==> src/rtl/keypad_scan_ctrl_if.sv <==
// keypad_scan_ctrl_if
//   Bundles the keypad-side and digit-buffer-side signals of the alarm-clock
//   keypad scan controller.
//
//   rows          4  row returns, active-high, asynchronous to clk
//   columns       3  one-hot column strobe, active-high
//   key           4  code of the last accepted key, held between presses
//   shift         1  one-cycle pulse: digit accepted, key valid this cycle
//   time_button   1  one-cycle pulse: '*' accepted
//   alarm_button  1  one-cycle pulse: '#' accepted
//   clear         1  one-cycle pulse: partial entry timed out
//   digit_count   3  digits in the current entry, 0..4, saturating
//
//   Modports: master = the scan controller, slave = keypad matrix plus the
//   downstream digit buffer.
interface keypad_scan_ctrl_if;
  logic [3:0] rows;
  logic [2:0] columns;
  logic [3:0] key;
  logic       shift;
  logic       time_button;
  logic       alarm_button;
  logic       clear;
  logic [2:0] digit_count;

  modport master (
    input  rows,
    output columns, key, shift, time_button, alarm_button, clear, digit_count
  );

  modport slave (
    output rows,
    input  columns, key, shift, time_button, alarm_button, clear, digit_count
  );
endinterface

==> src/rtl/keypad_scan_ctrl.sv <==
// keypad_scan_ctrl
//   Scans a 4x3 keypad one column at a time, debounces the row returns and
//   emits one event per key press. Digits pulse shift, '*' pulses
//   time_button, '#' pulses alarm_button. A partially typed entry is dropped
//   (clear pulse) after TIMEOUT idle cycles.
//
//   Parameters: SCAN_DIV (column dwell, >=3), DEBOUNCE (1..15 equal samples
//   for press and release), TIMEOUT (idle cycles, 16-bit counter).
//   Ports:
//     clk        system clock, rising edge
//     reset      asynchronous, active-low reset
//     kif        keypad_scan_ctrl_if.master (rows in; columns, key, pulses,
//                digit_count out)
//     dbg_state  current scan FSM state (0 SCAN, 1 DEBOUNCE, 2 HELD,
//                3 RELEASE)
//
//   Output protocol: there is no back-pressure. shift, time_button,
//   alarm_button and clear are single-cycle strobes; at most one of the
//   first three is high in any cycle, and key/digit_count already carry the
//   updated values in that same cycle. The consumer must take the event in
//   that cycle.
module keypad_scan_ctrl #(
  parameter int SCAN_DIV = 4,
  parameter int DEBOUNCE = 3,
  parameter int TIMEOUT  = 1000
) (
  input  logic               clk,
  input  logic               reset,
  keypad_scan_ctrl_if.master kif,
  output logic [1:0]         dbg_state
);

  localparam int              DW         = $clog2(SCAN_DIV);
  localparam logic [DW-1:0]   DWELL_LAST = DW'(SCAN_DIV - 1);
  localparam logic [3:0]      DB_N       = 4'(DEBOUNCE);
  localparam logic [15:0]     TO_LAST    = 16'(TIMEOUT - 1);

  localparam logic [1:0] ST_SCAN     = 2'd0;
  localparam logic [1:0] ST_DEBOUNCE = 2'd1;
  localparam logic [1:0] ST_HELD     = 2'd2;
  localparam logic [1:0] ST_RELEASE  = 2'd3;

  logic [3:0]    rows_meta, rows_s;
  logic [DW-1:0] dwell;
  logic          sample;
  logic [2:0]    col;
  logic [1:0]    col_idx;
  logic [1:0]    state, state_nx;
  logic [3:0]    lat_row, lat_row_nx;
  logic [1:0]    lat_col, lat_col_nx;
  logic [3:0]    cnt, cnt_nx, cnt_inc;
  logic          advance, fire, row_onehot;

  logic [1:0]    dec_r;
  logic [3:0]    dec_code, r4, c4;
  logic          dec_star, dec_hash, dec_digit;

  logic [3:0]    key_q;
  logic          shift_q, time_q, alarm_q, clear_q;
  logic [2:0]    dcount;
  logic [15:0]   idle;

  // The dwell counter free-runs, so samples fall on a fixed 1-in-SCAN_DIV
  // grid; the column only ever moves right after a sample.
  assign sample     = (dwell == DWELL_LAST);
  assign row_onehot = (rows_s != 4'd0) && ((rows_s & (rows_s - 4'd1)) == 4'd0);
  assign cnt_inc    = cnt + 4'd1;

  always_comb begin
    col_idx = 2'd0;
    if (col[1])      col_idx = 2'd1;
    else if (col[2]) col_idx = 2'd2;
  end

  always_comb begin
    state_nx   = state;
    lat_row_nx = lat_row;
    lat_col_nx = lat_col;
    cnt_nx     = cnt;
    advance    = 1'b0;
    fire       = 1'b0;
    if (sample) begin
      case (state)
        ST_SCAN: begin
          if (row_onehot) begin
            lat_row_nx = rows_s;
            lat_col_nx = col_idx;
            cnt_nx     = 4'd1;
            if (DB_N <= 4'd1) begin
              fire     = 1'b1;
              state_nx = ST_HELD;
            end else begin
              state_nx = ST_DEBOUNCE;
            end
          end else begin
            advance = 1'b1;
          end
        end
        ST_DEBOUNCE: begin
          if (rows_s == lat_row) begin
            cnt_nx = cnt_inc;
            if (cnt_inc >= DB_N) begin
              fire     = 1'b1;
              state_nx = ST_HELD;
            end
          end else begin
            state_nx = ST_SCAN;
            advance  = 1'b1;
          end
        end
        ST_HELD: begin
          // Anything but all-zero keeps the key held; no auto-repeat.
          if (rows_s == 4'd0) begin
            cnt_nx = 4'd1;
            if (DB_N <= 4'd1) begin
              state_nx = ST_SCAN;
              advance  = 1'b1;
            end else begin
              state_nx = ST_RELEASE;
            end
          end
        end
        default: begin
          if (rows_s == 4'd0) begin
            cnt_nx = cnt_inc;
            if (cnt_inc >= DB_N) begin
              state_nx = ST_SCAN;
              advance  = 1'b1;
            end
          end else begin
            state_nx = ST_HELD;
          end
        end
      endcase
    end
  end

  // Decode from the next-latched position so a press accepted straight from
  // SCAN (DEBOUNCE = 1) still gets the right code.
  always_comb begin
    dec_r = 2'd0;
    if (lat_row_nx[1])      dec_r = 2'd1;
    else if (lat_row_nx[2]) dec_r = 2'd2;
    else if (lat_row_nx[3]) dec_r = 2'd3;
    r4        = {2'b00, dec_r};
    c4        = {2'b00, lat_col_nx};
    dec_star  = (dec_r == 2'd3) && (lat_col_nx == 2'd0);
    dec_hash  = (dec_r == 2'd3) && (lat_col_nx == 2'd2);
    dec_digit = !dec_star && !dec_hash;
    if (dec_star)            dec_code = 4'd10;
    else if (dec_hash)       dec_code = 4'd11;
    else if (dec_r == 2'd3)  dec_code = 4'd0;
    else                     dec_code = (r4 << 1) + r4 + c4 + 4'd1;
  end

  always_ff @(posedge clk or negedge reset) begin
    if (!reset) begin
      rows_meta <= 4'd0;
      rows_s    <= 4'd0;
      dwell     <= '0;
      col       <= 3'b001;
      state     <= ST_SCAN;
      lat_row   <= 4'd0;
      lat_col   <= 2'd0;
      cnt       <= 4'd0;
      key_q     <= 4'd0;
      shift_q   <= 1'b0;
      time_q    <= 1'b0;
      alarm_q   <= 1'b0;
      clear_q   <= 1'b0;
      dcount    <= 3'd0;
      idle      <= 16'd0;
    end else begin
      rows_meta <= kif.rows;
      rows_s    <= rows_meta;
      dwell     <= sample ? '0 : dwell + 1'b1;
      if (advance) col <= {col[1:0], col[2]};
      state     <= state_nx;
      lat_row   <= lat_row_nx;
      lat_col   <= lat_col_nx;
      cnt       <= cnt_nx;

      shift_q   <= fire && dec_digit;
      time_q    <= fire && dec_star;
      alarm_q   <= fire && dec_hash;
      clear_q   <= 1'b0;
      if (fire) key_q <= dec_code;

      // An event on the timeout cycle takes priority over the clear.
      if (fire) begin
        idle <= 16'd0;
        if (dec_digit) dcount <= (dcount == 3'd4) ? 3'd4 : dcount + 3'd1;
        else           dcount <= 3'd0;
      end else if (dcount != 3'd0) begin
        if (idle >= TO_LAST) begin
          clear_q <= 1'b1;
          dcount  <= 3'd0;
          idle    <= 16'd0;
        end else begin
          idle <= idle + 16'd1;
        end
      end else begin
        idle <= 16'd0;
      end
    end
  end

  assign kif.columns      = col;
  assign kif.key          = key_q;
  assign kif.shift        = shift_q;
  assign kif.time_button  = time_q;
  assign kif.alarm_button = alarm_q;
  assign kif.clear        = clear_q;
  assign kif.digit_count  = dcount;
  assign dbg_state        = state;

endmodule

==> src/flat_wrapper.sv <==
// flat-port wrapper written by rule: the top's interface ports become plain ports
module keypad_scan_ctrl_flat 
#(
  parameter int SCAN_DIV = 4,
  parameter int DEBOUNCE = 3,
  parameter int TIMEOUT  = 1000
)
  (clk, reset, dbg_state, kif_rows, kif_columns, kif_key, kif_shift, kif_time_button, kif_alarm_button, kif_clear, kif_digit_count);
  keypad_scan_ctrl_if kif_i ();
  input  logic clk;
  input  logic reset;
  output logic [1:0] dbg_state;
  input wire logic [$bits(kif_i.rows)-1:0] kif_rows;
  output wire logic [$bits(kif_i.columns)-1:0] kif_columns;
  output wire logic [$bits(kif_i.key)-1:0] kif_key;
  output wire logic [$bits(kif_i.shift)-1:0] kif_shift;
  output wire logic [$bits(kif_i.time_button)-1:0] kif_time_button;
  output wire logic [$bits(kif_i.alarm_button)-1:0] kif_alarm_button;
  output wire logic [$bits(kif_i.clear)-1:0] kif_clear;
  output wire logic [$bits(kif_i.digit_count)-1:0] kif_digit_count;
  assign kif_i.rows = kif_rows;
  assign kif_columns = kif_i.columns;
  assign kif_key = kif_i.key;
  assign kif_shift = kif_i.shift;
  assign kif_time_button = kif_i.time_button;
  assign kif_alarm_button = kif_i.alarm_button;
  assign kif_clear = kif_i.clear;
  assign kif_digit_count = kif_i.digit_count;
  keypad_scan_ctrl #(.SCAN_DIV(SCAN_DIV), .DEBOUNCE(DEBOUNCE), .TIMEOUT(TIMEOUT)) u_core (.clk(clk), .reset(reset), .kif(kif_i), .dbg_state(dbg_state));
endmodule
==> config.mk <==
export PLATFORM = sky130hd
export DESIGN_NAME = keypad_scan_ctrl_flat
export DESIGN_NICKNAME = d
export VERILOG_FILES = /design/src/rtl/keypad_scan_ctrl_if.sv /design/src/rtl/keypad_scan_ctrl.sv /design/src/flat_wrapper.sv
export SDC_FILE = /design/constraint.sdc
export NUM_CORES = 1
export LEC_CHECK = 0
export CORE_AREA = 5 5 88 90
export CTS_CLUSTER_DIAMETER = 120
export DETAILED_ROUTE_END_ITERATION = 12
export DIE_AREA = 0 0 93 95
export GPL_TIMING_DRIVEN = 0
export PLACE_DENSITY_LB_ADDON = 0.12
export SYNTH_ARGS = -nofsm -noshare
export SYNTH_HDL_FRONTEND = slang
export SYNTH_SLANG_ARGS = --single-unit
==> constraint.sdc <==
create_clock -name clk -period 3.5 [get_ports clk]
set_input_delay 0.7 -clock clk [delete_from_list [all_inputs] [get_ports clk]]
set_output_delay 0.7 -clock clk [all_outputs]
set_load 0.005 [all_outputs]
Word level (Yosys, flattened, before mapping)
Index checks and enable logic that the tools add are counted.
Word-level totals
  register bits after elaboration: 52
  bits of input ports: 6
  word-level logic and storage cells: 108
Cells by class
  multiplexer cells: 47
  add/subtract/negate cells: 8
  magnitude comparators: 2
  bitwise logic cells: 1
  equality and inequality tests: 12
  reduce and logical (&&, ||, !) cells: 22
Operators by type and width (number)
  16-bit two-way mux: 3
  4-bit two-way mux: 10
  2-bit two-way mux: 15
  16-bit by 1-bit adder with 16-bit output, second input constant: 1
  16-bit by 10-bit >= comparator with 1-bit output, second input constant: 1
  3-bit two-way mux: 5
  4-bit case mux with 3 select lines: 1
  1-bit two-way mux: 11
  5-bit AND reduction: 2
  4-bit by 1-bit adder with 4-bit output, second input constant: 2
  2-bit == test, second input constant: 4
  4-bit zero test: 2
  1-bit logical AND: 7
  2-bit by 1-bit inequality test with 1-bit output, second input constant: 3
  2-bit case mux with 3 select lines: 1
  3-bit nonzero test: 2
  5-bit by 4-bit inequality test with 1-bit output, second input constant: 1
  3-bit by 2-bit adder with 4-bit output: 1
  4-bit by 2-bit adder with 4-bit output: 1
  4-bit bitwise AND: 1
  4-bit == test: 1
  4-bit by 2-bit >= comparator with 1-bit output, second input constant: 1
  2-bit zero test: 2
  2-bit nonzero test: 2
  other kinds (11): 12

Depth between registers and ports, before layout
Gate-level depths: netlist of run 1.
  depth in word-level cells: 16
  mapped depth: 14

Worst setup path before layout of run 1
OpenSTA, ideal clock, no wires.
  kind: flip-flop to flip-flop
  from: register u_core.rows_s[1]
  to: register u_core.key_q[3], in the netlist u_core.kif.key[3]
  cell stages (with the launch flop): 14
  path buffers: 2
  setup time: 0.082 ns
  period minus slack after synthesis: 3.288 ns
  required time: 3.418 ns
  path slack: 0.212 ns
  data arrival time: 3.206 ns
  cell sequence: dfrtp_1 > buf_6 > nor4b_2 > a221oi_2 > or3_4 > buf_6 > o31ai_1 > fa_1 > inv_1 > ha_1 > inv_1 > fa_1 > or2_2 > a31oi_1
Between the ends
  longest elaborated chain between the ends: 16
  elaborated cells between the ends (all ways): 29
RTL lines
  start: declaration: RTL line keypad_scan_ctrl.sv:43  | logic [3:0] rows_meta, rows_s;
  start signal: assignment: RTL line keypad_scan_ctrl.sv:175  | rows_s <= rows_meta;
  4-bit by 1-bit subtractor with 4-bit output: RTL line keypad_scan_ctrl.sv:66  | assign row_onehot = (rows_s != 4'd0) && ((rows_s & (rows_s - 4'd1)) == 4'd0);
  4-bit bitwise AND: RTL line keypad_scan_ctrl.sv:66
  4-bit zero test: RTL line keypad_scan_ctrl.sv:66
  1-bit logical AND: RTL line keypad_scan_ctrl.sv:66
  4-bit two-way mux: RTL line keypad_scan_ctrl.sv:85  | if (row_onehot) begin
  4-bit two-way mux: RTL line keypad_scan_ctrl.sv:83  | case (state)
  4-bit two-way mux: RTL line keypad_scan_ctrl.sv:82  | if (sample) begin
  2-bit two-way mux: RTL line keypad_scan_ctrl.sv:144  | else if (lat_row_nx[3]) dec_r = 2'd3;
  2-bit two-way mux: RTL line keypad_scan_ctrl.sv:143  | else if (lat_row_nx[2]) dec_r = 2'd2;
  2-bit two-way mux: RTL line keypad_scan_ctrl.sv:142  | if (lat_row_nx[1]) dec_r = 2'd1;
  3-bit by 2-bit adder with 4-bit output: RTL line keypad_scan_ctrl.sv:153  | else dec_code = (r4 << 1) + r4 + c4 + 4'd1;
  4-bit by 2-bit adder with 4-bit output: RTL line keypad_scan_ctrl.sv:153
  4-bit by 1-bit adder with 4-bit output: RTL line keypad_scan_ctrl.sv:153
  4-bit two-way mux: RTL line keypad_scan_ctrl.sv:152  | else if (dec_r == 2'd3) dec_code = 4'd0;
  4-bit two-way mux: RTL line keypad_scan_ctrl.sv:151  | else if (dec_hash) dec_code = 4'd11;
  4-bit two-way mux: RTL line keypad_scan_ctrl.sv:150  | if (dec_star) dec_code = 4'd10;
  end signal: assignment: RTL line keypad_scan_ctrl.sv:187  | if (fire) key_q <= dec_code;
  end: declaration: RTL line keypad_scan_ctrl.sv:58  | logic [3:0] key_q;
Parallel ways exist; a longest one is shown, timed or not.
A chain may end at the register's enable or synchronous reset.

Worst setup path in the final report of run 1
  from: register u_core.rows_s[3]
  to: register u_core.key_q[3], in the netlist u_core.kif.key[3]
The elaborated chain is that of the path after synthesis.

==> reports/results.tsv, run 1 <==
stage	metric	value	unit
pwr	net switching power of the design	593	µW
timing	final-report hold violation count	0	
run_status	result of the run	finished clean	
die	row cnt	31	
logic_synthesis	number of flops mapped to enable cells by yosys	0	
timing	final critical-path setup slack	245	ps
place	final HPWL from detailed placement	3.36	mm
pwr	Pleak	1.36	nW
route	post-detailed-route count of antenna-violating nets	0	
die	Starting Density	36.5	%
die	DIE WIDTH	93	µm
logic_synthesis	count of state elements after synthesis	52	
finish	diode insertion count for antenna repair	0	
place	input/output buffers	21	
pwr	Power Internal	1.20	mW
finish	fraction of layout cells with a size suffix above 1	15.8	%
worst_hold_path	start point of the worst hold path	u_core.rows_meta[1]	
global_routing	number of global-route vias before repair	1748	
worst_setup_path	series of cell instances along the critical path	buf_4 -> nor4b_4 -> a221oi_2 -> or3_4 -> o211ai_1 -> o31a_1 -> fa_1 -> inv_1 -> ha_1 -> inv_1 -> fa_1 -> or2_2 -> a31oi_1	
worst_setup_path	crit path launch type	flip-flop	
logic_synthesis	proportion of synthesized flip-flops having asynchronous set or reset	100	%
worst_setup_path	CP endpoint kind	flip-flop	
timing	final worst path period need	3260	ps
worst_setup_path	data arrival at the endpoint of the critical path	3470	ps
logic_synthesis	Main synth FF type	sky130_fd_sc_hd__dfrtp_1	
finish	multi-input logic area	1200	µm²
worst_setup_path	Register-to-Register Setup Slack	240	ps
route	wire length after detailed routing	4.71	mm
worst_setup_path	delay contributed by the slowest stage of the critical path	430	ps
clocking	Clock Sinks	52	
route	DRC viols	0	
worst_hold_path	class of the tightest hold or removal check	reg2reg	
finish	fin nets	281	
logic_synthesis	library cells used by synthesis	55	
die	total die area	8840	µm²
timing	Layout Skew	3.92	ps
place	placer's final routability congestion estimate	0.752	
worst_setup_path	Critical Path Fanout Max	8	
timing	number of setup violations in the final report	0	
route	detailed-routing iteration count for the pre-antenna-repair pass	4	
place	cell area reported after detailed placement	2900	µm²
route	DRC marker count from the first detailed-route iteration	49	
logic_synthesis	post-synthesis area per instance	11.3	µm²
route	vias per inst	5.09	
worst_setup_path	required time at the endpoint of the critical path	3720	ps
global_routing	antenna violations before repair	0	
logic_synthesis	Yosys warnings	0	
clocking	buffer type at the clock tree root	sky130_fd_sc_hd__clkbuf_8	
finish	final standard cell area without fillers	3060	µm²
clocking	clock insertion delay at the later pin of the skew report	300	ps
timing	number of pins exceeding their max-slew limit in the final report	0	
logic_synthesis	synthesized instance count	226	
die	boundary pin count	22	
clocking	maximum buffer depth of the clock tree	2	
worst_setup_path	worst reg-to-reg path cell count	13	
pwr	part of the total power dissipated in the clock network	22.9	%
pwr	switching power as a share of total power	33.2	%
finish	total of fill cells in the finished design	661	
route	average wire per standard cell	13.6	µm
logic_synthesis	sequential area share after synthesis	51.1	%
global_routing	largest net degree at the start of global routing	32	
place	worst slack at placement	-70.9	ps
timing	maximum clock rate	0.307	GHz
clocking	Num CTS Buffers	5	
worst_hold_path	destination of the worst hold path	u_core.rows_s[1]	
flow_run	Maximum Capacitance Violations	0	
finish	sequential cell area in the final layout	1300	µm²
worst_hold_path	hold path cells	0	
clocking	H-tree depth	2	
finish	post-route core utilization	43.8	%
logic_synthesis	summed instance area of the synthesized netlist	2550	µm²
pwr	pwr/cell area	585	nW/µm²
pwr	logic gate share of total power	33.5	%
clocking	clock transition at the register clock pins on the worst setup and hold paths after CTS	90	ps
clocking	TritonCTS clock tree	yes	
timing	final period utilization	93.0	%
worst_setup_path	reg2reg end	u_core.kif.key[3]	
worst_setup_path	slowest stage cell on the critical path	sky130_fd_sc_hd__fa_1	
route	total via count in the routed design	1767	
worst_setup_path	RR Startpoint	u_core.rows_s[3]	
die	vertical die dimension	95	µm
finish	synth-to-layout area growth	19.9	%
timing	transition time of the tightest slew-check pin	514	ps
pwr	VDD IR-drop max	248	µV
global_routing	GRT Residual Overflow	0	
global_routing	GRT Total Usage	11.8	%
worst_setup_path	Crit Path Class	reg2reg	
timing	Max-slew headroom	65.8	%
die	placeable core region	6980	µm²
global_routing	global-route wire length before repair	8.23	mm
pwr	total power consumption of the routed design	1.79	mW
pwr	Flop pwr share	43.6	%
==> synthesized netlist by cell type (2+ instances only) <==
library cell | instances | area [µm²]
sky130_fd_sc_hd__inv_1 | 12 | 45.0
sky130_fd_sc_hd__a41oi_1 | 2 | 17.5
sky130_fd_sc_hd__o31ai_1 | 4 | 30.0
sky130_fd_sc_hd__buf_2 | 2 | 10.0
sky130_fd_sc_hd__buf_6 | 2 | 22.5
sky130_fd_sc_hd__xor2_1 | 8 | 70.1
sky130_fd_sc_hd__nor2_1 | 27 | 101
sky130_fd_sc_hd__ha_1 | 9 | 113
sky130_fd_sc_hd__o21ai_0 | 2 | 10.0
sky130_fd_sc_hd__mux2_2 | 5 | 56.3
sky130_fd_sc_hd__a211o_1 | 2 | 17.5
sky130_fd_sc_hd__xnor2_1 | 5 | 43.8
sky130_fd_sc_hd__nand3b_1 | 2 | 15.0
sky130_fd_sc_hd__o31a_1 | 3 | 26.3
sky130_fd_sc_hd__nand2_1 | 11 | 41.3
sky130_fd_sc_hd__nor3_1 | 2 | 10.0
sky130_fd_sc_hd__clkbuf_1 | 2 | 7.51
sky130_fd_sc_hd__or4_1 | 2 | 15.0
sky130_fd_sc_hd__a21o_1 | 2 | 15.0
sky130_fd_sc_hd__a31oi_1 | 3 | 18.8
sky130_fd_sc_hd__and3_1 | 6 | 37.5
sky130_fd_sc_hd__fa_1 | 2 | 40.0
sky130_fd_sc_hd__a2111oi_0 | 2 | 17.5
sky130_fd_sc_hd__or2_2 | 2 | 12.5
sky130_fd_sc_hd__nand3_1 | 11 | 55.1
sky130_fd_sc_hd__nor2b_1 | 6 | 37.5
sky130_fd_sc_hd__o221ai_1 | 2 | 17.5
sky130_fd_sc_hd__a21oi_1 | 5 | 25.0
sky130_fd_sc_hd__nand2b_1 | 4 | 25.0
sky130_fd_sc_hd__mux2_4 | 4 | 60.1
sky130_fd_sc_hd__dfrtp_1 | 51 | 1280
==> area by class of cell <==
type / count / share of cell area (%)
plain buffers: 4 / 0.901
clock buffers: 5 / 2.25
clock inverters: 3 / 1.39
inverters: 12 / 1.47
multi-input cells: 162 / 39.4
flip-flops and latches: 52 / 42.6
well taps: 82 / 3.36
repair buffers: 27 / 8.60
==> kinds of logic after synthesis <==
logic type               count (synthesis)  share of synthesized area, %
AND/OR/NAND/NOR                         82                          17.1
flip-flops                              52                          51.1
other                                    1                         0.147
AO/OA/AOI/OAI                           37                          11.5
XOR/XNOR                                13                          4.47
buffers and inverters                   18                          3.34
multiplexers                            12                          6.38
adder cells (fa/ha/maj)                 11                          5.99
==> placed cells by master, fill, tap and decap left out, drive strengths merged, types with 3 or more instances in the layout <==
master / Yosys / layout
clkbuf: 2 / 6
nand2b: 4 / 4
mux2: 9 / 9
clkdlybuf4s50: 0 / 20
nor2b: 6 / 6
a31oi: 3 / 3
xor2: 8 / 8
o31a: 3 / 3
o21ai: 3 / 3
a21oi: 5 / 5
inv: 12 / 12
xnor2: 5 / 5
nand2: 11 / 11
nand3: 11 / 11
nor2: 28 / 28
dfrtp: 51 / 51
ha: 9 / 9
or2: 3 / 3
and3: 6 / 6
or3: 2 / 3
conb: 1 / 6
buf: 4 / 10
o31ai: 4 / 4
mux2i: 3 / 3
==> worst max-delay path: cells and delay by family, from the launching register on <==
kind,cells,cell delay [ps]
and+or+nand+nor,3,980
DFF,1,370
buffers and inverters,3,290
adders and majority gates,3,910
AOI/OAI and AO/OA,4,640
==> worst max-delay path by stage <==
stage                           startpoint                 to  slack [ps]  cells after the start
after global placement    u_core.rows_s[3]  u_core.kif.key[3]         -80                     13
final                     u_core.rows_s[3]  u_core.kif.key[3]         240                     13
after detailed placement  u_core.rows_s[3]  u_core.kif.key[3]         -70                     13
after global routing      u_core.rows_s[3]  u_core.kif.key[3]         -10                     13
after floorplan           u_core.rows_s[1]  u_core.kif.key[3]         210                     13
after CTS                 u_core.rows_s[3]  u_core.kif.key[3]          30                     13
==> stage by stage <==
step / setup TNS, ps / hold slack, ps / std cells
floorplan: 0 / 331 / 231
global placement: -78.8 / 333 / 334
detailed placement: -70.9 / 336 / 335
CTS: 0 / 359 / 344
global route: -11.3 / 366 / 347
finish: 0 / 355 / 347
==> power by group through the flow <==
| stage | logic, mW | clock network [mW] | registers (mW) |
|---|---|---|---|
| final | 0.600 | 0.409 | 0.780 |
| after global routing | 0.693 | 0.457 | 0.800 |
| after CTS | 0.605 | 0.429 | 0.779 |
| after detailed placement | 0.585 | 0 | 0.791 |
| after global placement | 0.581 | 0 | 0.790 |
| after floorplan | 0.419 | 0 | 0.769 |
==> registers in the layout (all words and copies together) (netlist names) <==
signal,cells
u_core.lat_row,4
u_core.rows_s,4
u_core.kif.key,4
u_core.kif.columns,3
u_core.cnt,4
u_core.kif.shift,1
u_core.kif.clear,1
u_core.dbg_state,2
u_core.kif.time_button,1
u_core.kif.digit_count,3
u_core.kif.alarm_button,1
u_core.lat_col,2
u_core.rows_meta,4
u_core.idle,16
u_core.dwell,2
==> metal layers <==
metal	GRT usage, %	vias up	wire [µm]
met2	19.1	27	2240
met4	4.03	0	61
met5	0	-	0
li1	-	862	-
met1	15.4	873	2250
met3	2.95	5	156
==> repair_timing <==
item                                   in CTS  in global routing
setup buffers                               1                  4
gates cloned                                0                  1
pin swaps                                   0                  5
hold buffers                                0                  0
gates resized for setup                     1                  4
setup endpoints to repair                   1                  2
endpoints found under the hold margin       0                  0
Note: power is estimated with default switching activity, not from simulation.
==> inputs of run 2 (changes only) <==
--- a/config.mk
+++ b/config.mk
@@ -11,6 +11,7 @@
 export DIE_AREA = 0 0 93 95
 export GPL_TIMING_DRIVEN = 0
 export PLACE_DENSITY_LB_ADDON = 0.12
+export SKIP_LAST_GASP = 1
 export SYNTH_ARGS = -nofsm -noshare
 export SYNTH_HDL_FRONTEND = slang
 export SYNTH_SLANG_ARGS = --single-unit
==> results of run 2 <==
The final DEF is identical to that of run 1; final timing and power are the same.
==> inputs of run 3 (changes only) <==
--- a/config.mk
+++ b/config.mk
@@ -5,6 +5,7 @@
 export SDC_FILE = /design/constraint.sdc
 export NUM_CORES = 1
 export LEC_CHECK = 0
+export CAP_MARGIN = 10
 export CORE_AREA = 5 5 88 90
 export CTS_CLUSTER_DIAMETER = 120
 export DETAILED_ROUTE_END_ITERATION = 12
==> constraint.sdc (replaced) <==
create_clock -name clk -period 3.9 [get_ports clk]
set_input_delay 0.78 -clock clk [delete_from_list [all_inputs] [get_ports clk]]
set_output_delay 0.78 -clock clk [all_outputs]
set_load 0.005 [all_outputs]
==> reports/results.tsv, run 3 (synthesis gave the netlist of run 1 again) <==
stage	metric	value	unit
clocking	H-tree depth	2	
timing	number of pins exceeding their max-slew limit in the final report	0	
worst_setup_path	worst reg-to-reg path cell count	13	
worst_hold_path	class of the tightest hold or removal check	reg2reg	
worst_hold_path	hold path cells	0	
worst_setup_path	Crit Path Class	reg2reg	
finish	fraction of layout cells with a size suffix above 1	13.4	%
place	final HPWL from detailed placement	3.36	mm
timing	Max-slew headroom	65.7	%
worst_setup_path	delay contributed by the slowest stage of the critical path	480	ps
global_routing	global-route wire length before repair	8.21	mm
route	DRC marker count from the first detailed-route iteration	74	
pwr	VDD IR-drop max	224	µV
worst_setup_path	reg2reg end	u_core.kif.key[3]	
timing	transition time of the tightest slew-check pin	515	ps
clocking	buffer type at the clock tree root	sky130_fd_sc_hd__clkbuf_8	
finish	register with the most flip-flops	u_core.idle	
route	detailed-routing iteration count for the pre-antenna-repair pass	4	
timing	final worst path period need	3550	ps
clocking	TritonCTS clock tree	yes	
worst_setup_path	slowest stage cell on the critical path	sky130_fd_sc_hd__fa_1	
place	placer's final routability congestion estimate	0.752	
finish	multi-input logic area	1180	µm²
worst_hold_path	destination of the worst hold path	u_core.rows_s[1]	
place	number of instances in the placed design	335	
pwr	total power consumption of the routed design	1.59	mW
worst_setup_path	largest delay contributor family on the critical path	simple AND/OR/NAND/NOR gates	
finish	most frequent cells in the layout	sky130_fd_sc_hd__dfrtp_1 (51), sky130_fd_sc_hd__nor2_1 (27), sky130_fd_sc_hd__clkdlybuf4s50_1 (20), sky130_fd_sc_hd__inv_1 (12)	
route	DRC viols	0	
die	total die area	8840	µm²
route	average wire per standard cell	13.4	µm
die	Starting Density	36.5	%
finish	most frequent standard cell in the layout excluding fill and tap cells	sky130_fd_sc_hd__dfrtp_1	
place	input/output buffers	21	
route	post-detailed-route count of antenna-violating nets	0	
route	wire length after detailed routing	4.61	mm
worst_setup_path	crit path launch type	flip-flop	
finish	synth-to-layout area growth	18.0	%
clocking	maximum buffer depth of the clock tree	2	
run_status	result of the run	finished clean	
clocking	post-cts gate resize count	0	
route	vias per inst	5.05	
timing	final-report hold violation count	0	
global_routing	number of global-route vias before repair	1735	
timing	final period utilization	91.1	%
finish	post-route core utilization	43.1	%
worst_setup_path	series of cell instances along the critical path	buf_2 -> nor4b_2 -> a221oi_2 -> or3_4 -> buf_6 -> o31ai_1 -> fa_1 -> inv_1 -> ha_1 -> inv_1 -> fa_1 -> or2_2 -> a31oi_1	
global_routing	largest net degree at the start of global routing	32	
timing	maximum clock rate	0.281	GHz
timing	RSZ-0062 raised after global routing	false	
worst_setup_path	data arrival at the endpoint of the critical path	3770	ps
finish	diode insertion count for antenna repair	0	
worst_hold_path	start point of the worst hold path	u_core.rows_meta[1]	
die	placeable core region	6980	µm²
timing	Layout Skew	3.94	ps
die	row cnt	31	
clocking	clock insertion delay at the later pin of the skew report	300	ps
timing	hold_ws	355	ps
clocking	Setup Buffers After CTS	0	
clocking	Clock Sinks	52	
worst_setup_path	required time at the endpoint of the critical path	4120	ps
worst_setup_path	Critical Path Fanout Max	10	
global_routing	antenna violations before repair	0	
timing	final setup TNS	0	ps
clocking	Num CTS Buffers	5	
worst_setup_path	CP Buf/Inv Count	4	
die	DIE WIDTH	93	µm
worst_setup_path	Register-to-Register Setup Slack	350	ps
clocking	Post-CTS Hold Buffers	0	
finish	Post-Layout Cell Count	343	
global_routing	GRT Residual Overflow	0	
die	vertical die dimension	95	µm
clocking	clock transition at the register clock pins on the worst setup and hold paths after CTS	90	ps
die	boundary pin count	22	
pwr	Pleak	1.34	nW
pwr	pwr/cell area	528	nW/µm²
worst_setup_path	RR Startpoint	u_core.rows_s[3]	
global_routing	GRT Total Usage	11.8	%
route	total via count in the routed design	1731	
flow_run	Maximum Capacitance Violations	0	
finish	fin nets	277	
finish	Largest register FFs	16	
finish	sequential cell area in the final layout	1300	µm²
worst_setup_path	CP endpoint kind	flip-flop	
timing	number of setup violations in the final report	0	
finish	total of fill cells in the finished design	656	
[run 3: through the flow]
stage          setup WS [ps]  area, µm²
2_1_floorplan            612       2570
3_3_place_gp             321       2880
3_5_place_dp             329       2900
4_1_cts                  288       3010
5_1_grt                 53.1       3010
6_report                 347       3010
[run 3: worst max path at each step]
stage,slack [ps],endpoint,cells after the start,start
4_1_cts,290,u_core.kif.key[3],13,u_core.rows_s[3]
6_report,350,u_core.kif.key[3],13,u_core.rows_s[3]
2_1_floorplan,610,u_core.kif.key[3],13,u_core.rows_s[1]
3_5_place_dp,330,u_core.kif.key[3],13,u_core.rows_s[3]
3_3_place_gp,320,u_core.kif.key[3],13,u_core.rows_s[3]
5_1_grt,50,u_core.kif.key[3],13,u_core.rows_s[3]
[run 3: final cells by class]
cell class | count | share of cell area [%]
flip-flops and latches | 52 | 43.3
multi-input cells | 161 | 39.3
repair buffers | 22 | 7.49
well taps | 82 | 3.41
clock buffers | 5 | 2.29
inverters | 12 | 1.50
clock inverters | 3 | 1.41
plain buffers | 6 | 1.33
[run 3: metal layers]
metal | part of all wire (%) | vias to the layer above | track usage, %
met1 | 49 | 850 | 15.5
met5 | 0 | - | 0
li1 | - | 853 | -
met2 | 47 | 23 | 18.9
met4 | 1.3 | 0 | 4.03
met3 | 2.9 | 5 | 2.95
[run 3: where the power goes]
part           leakage [nW]  switching (mW)  internal [mW]
Combinational         0.619           0.263          0.259
Sequential            0.667          0.0860          0.612
Clock                0.0541           0.178          0.190
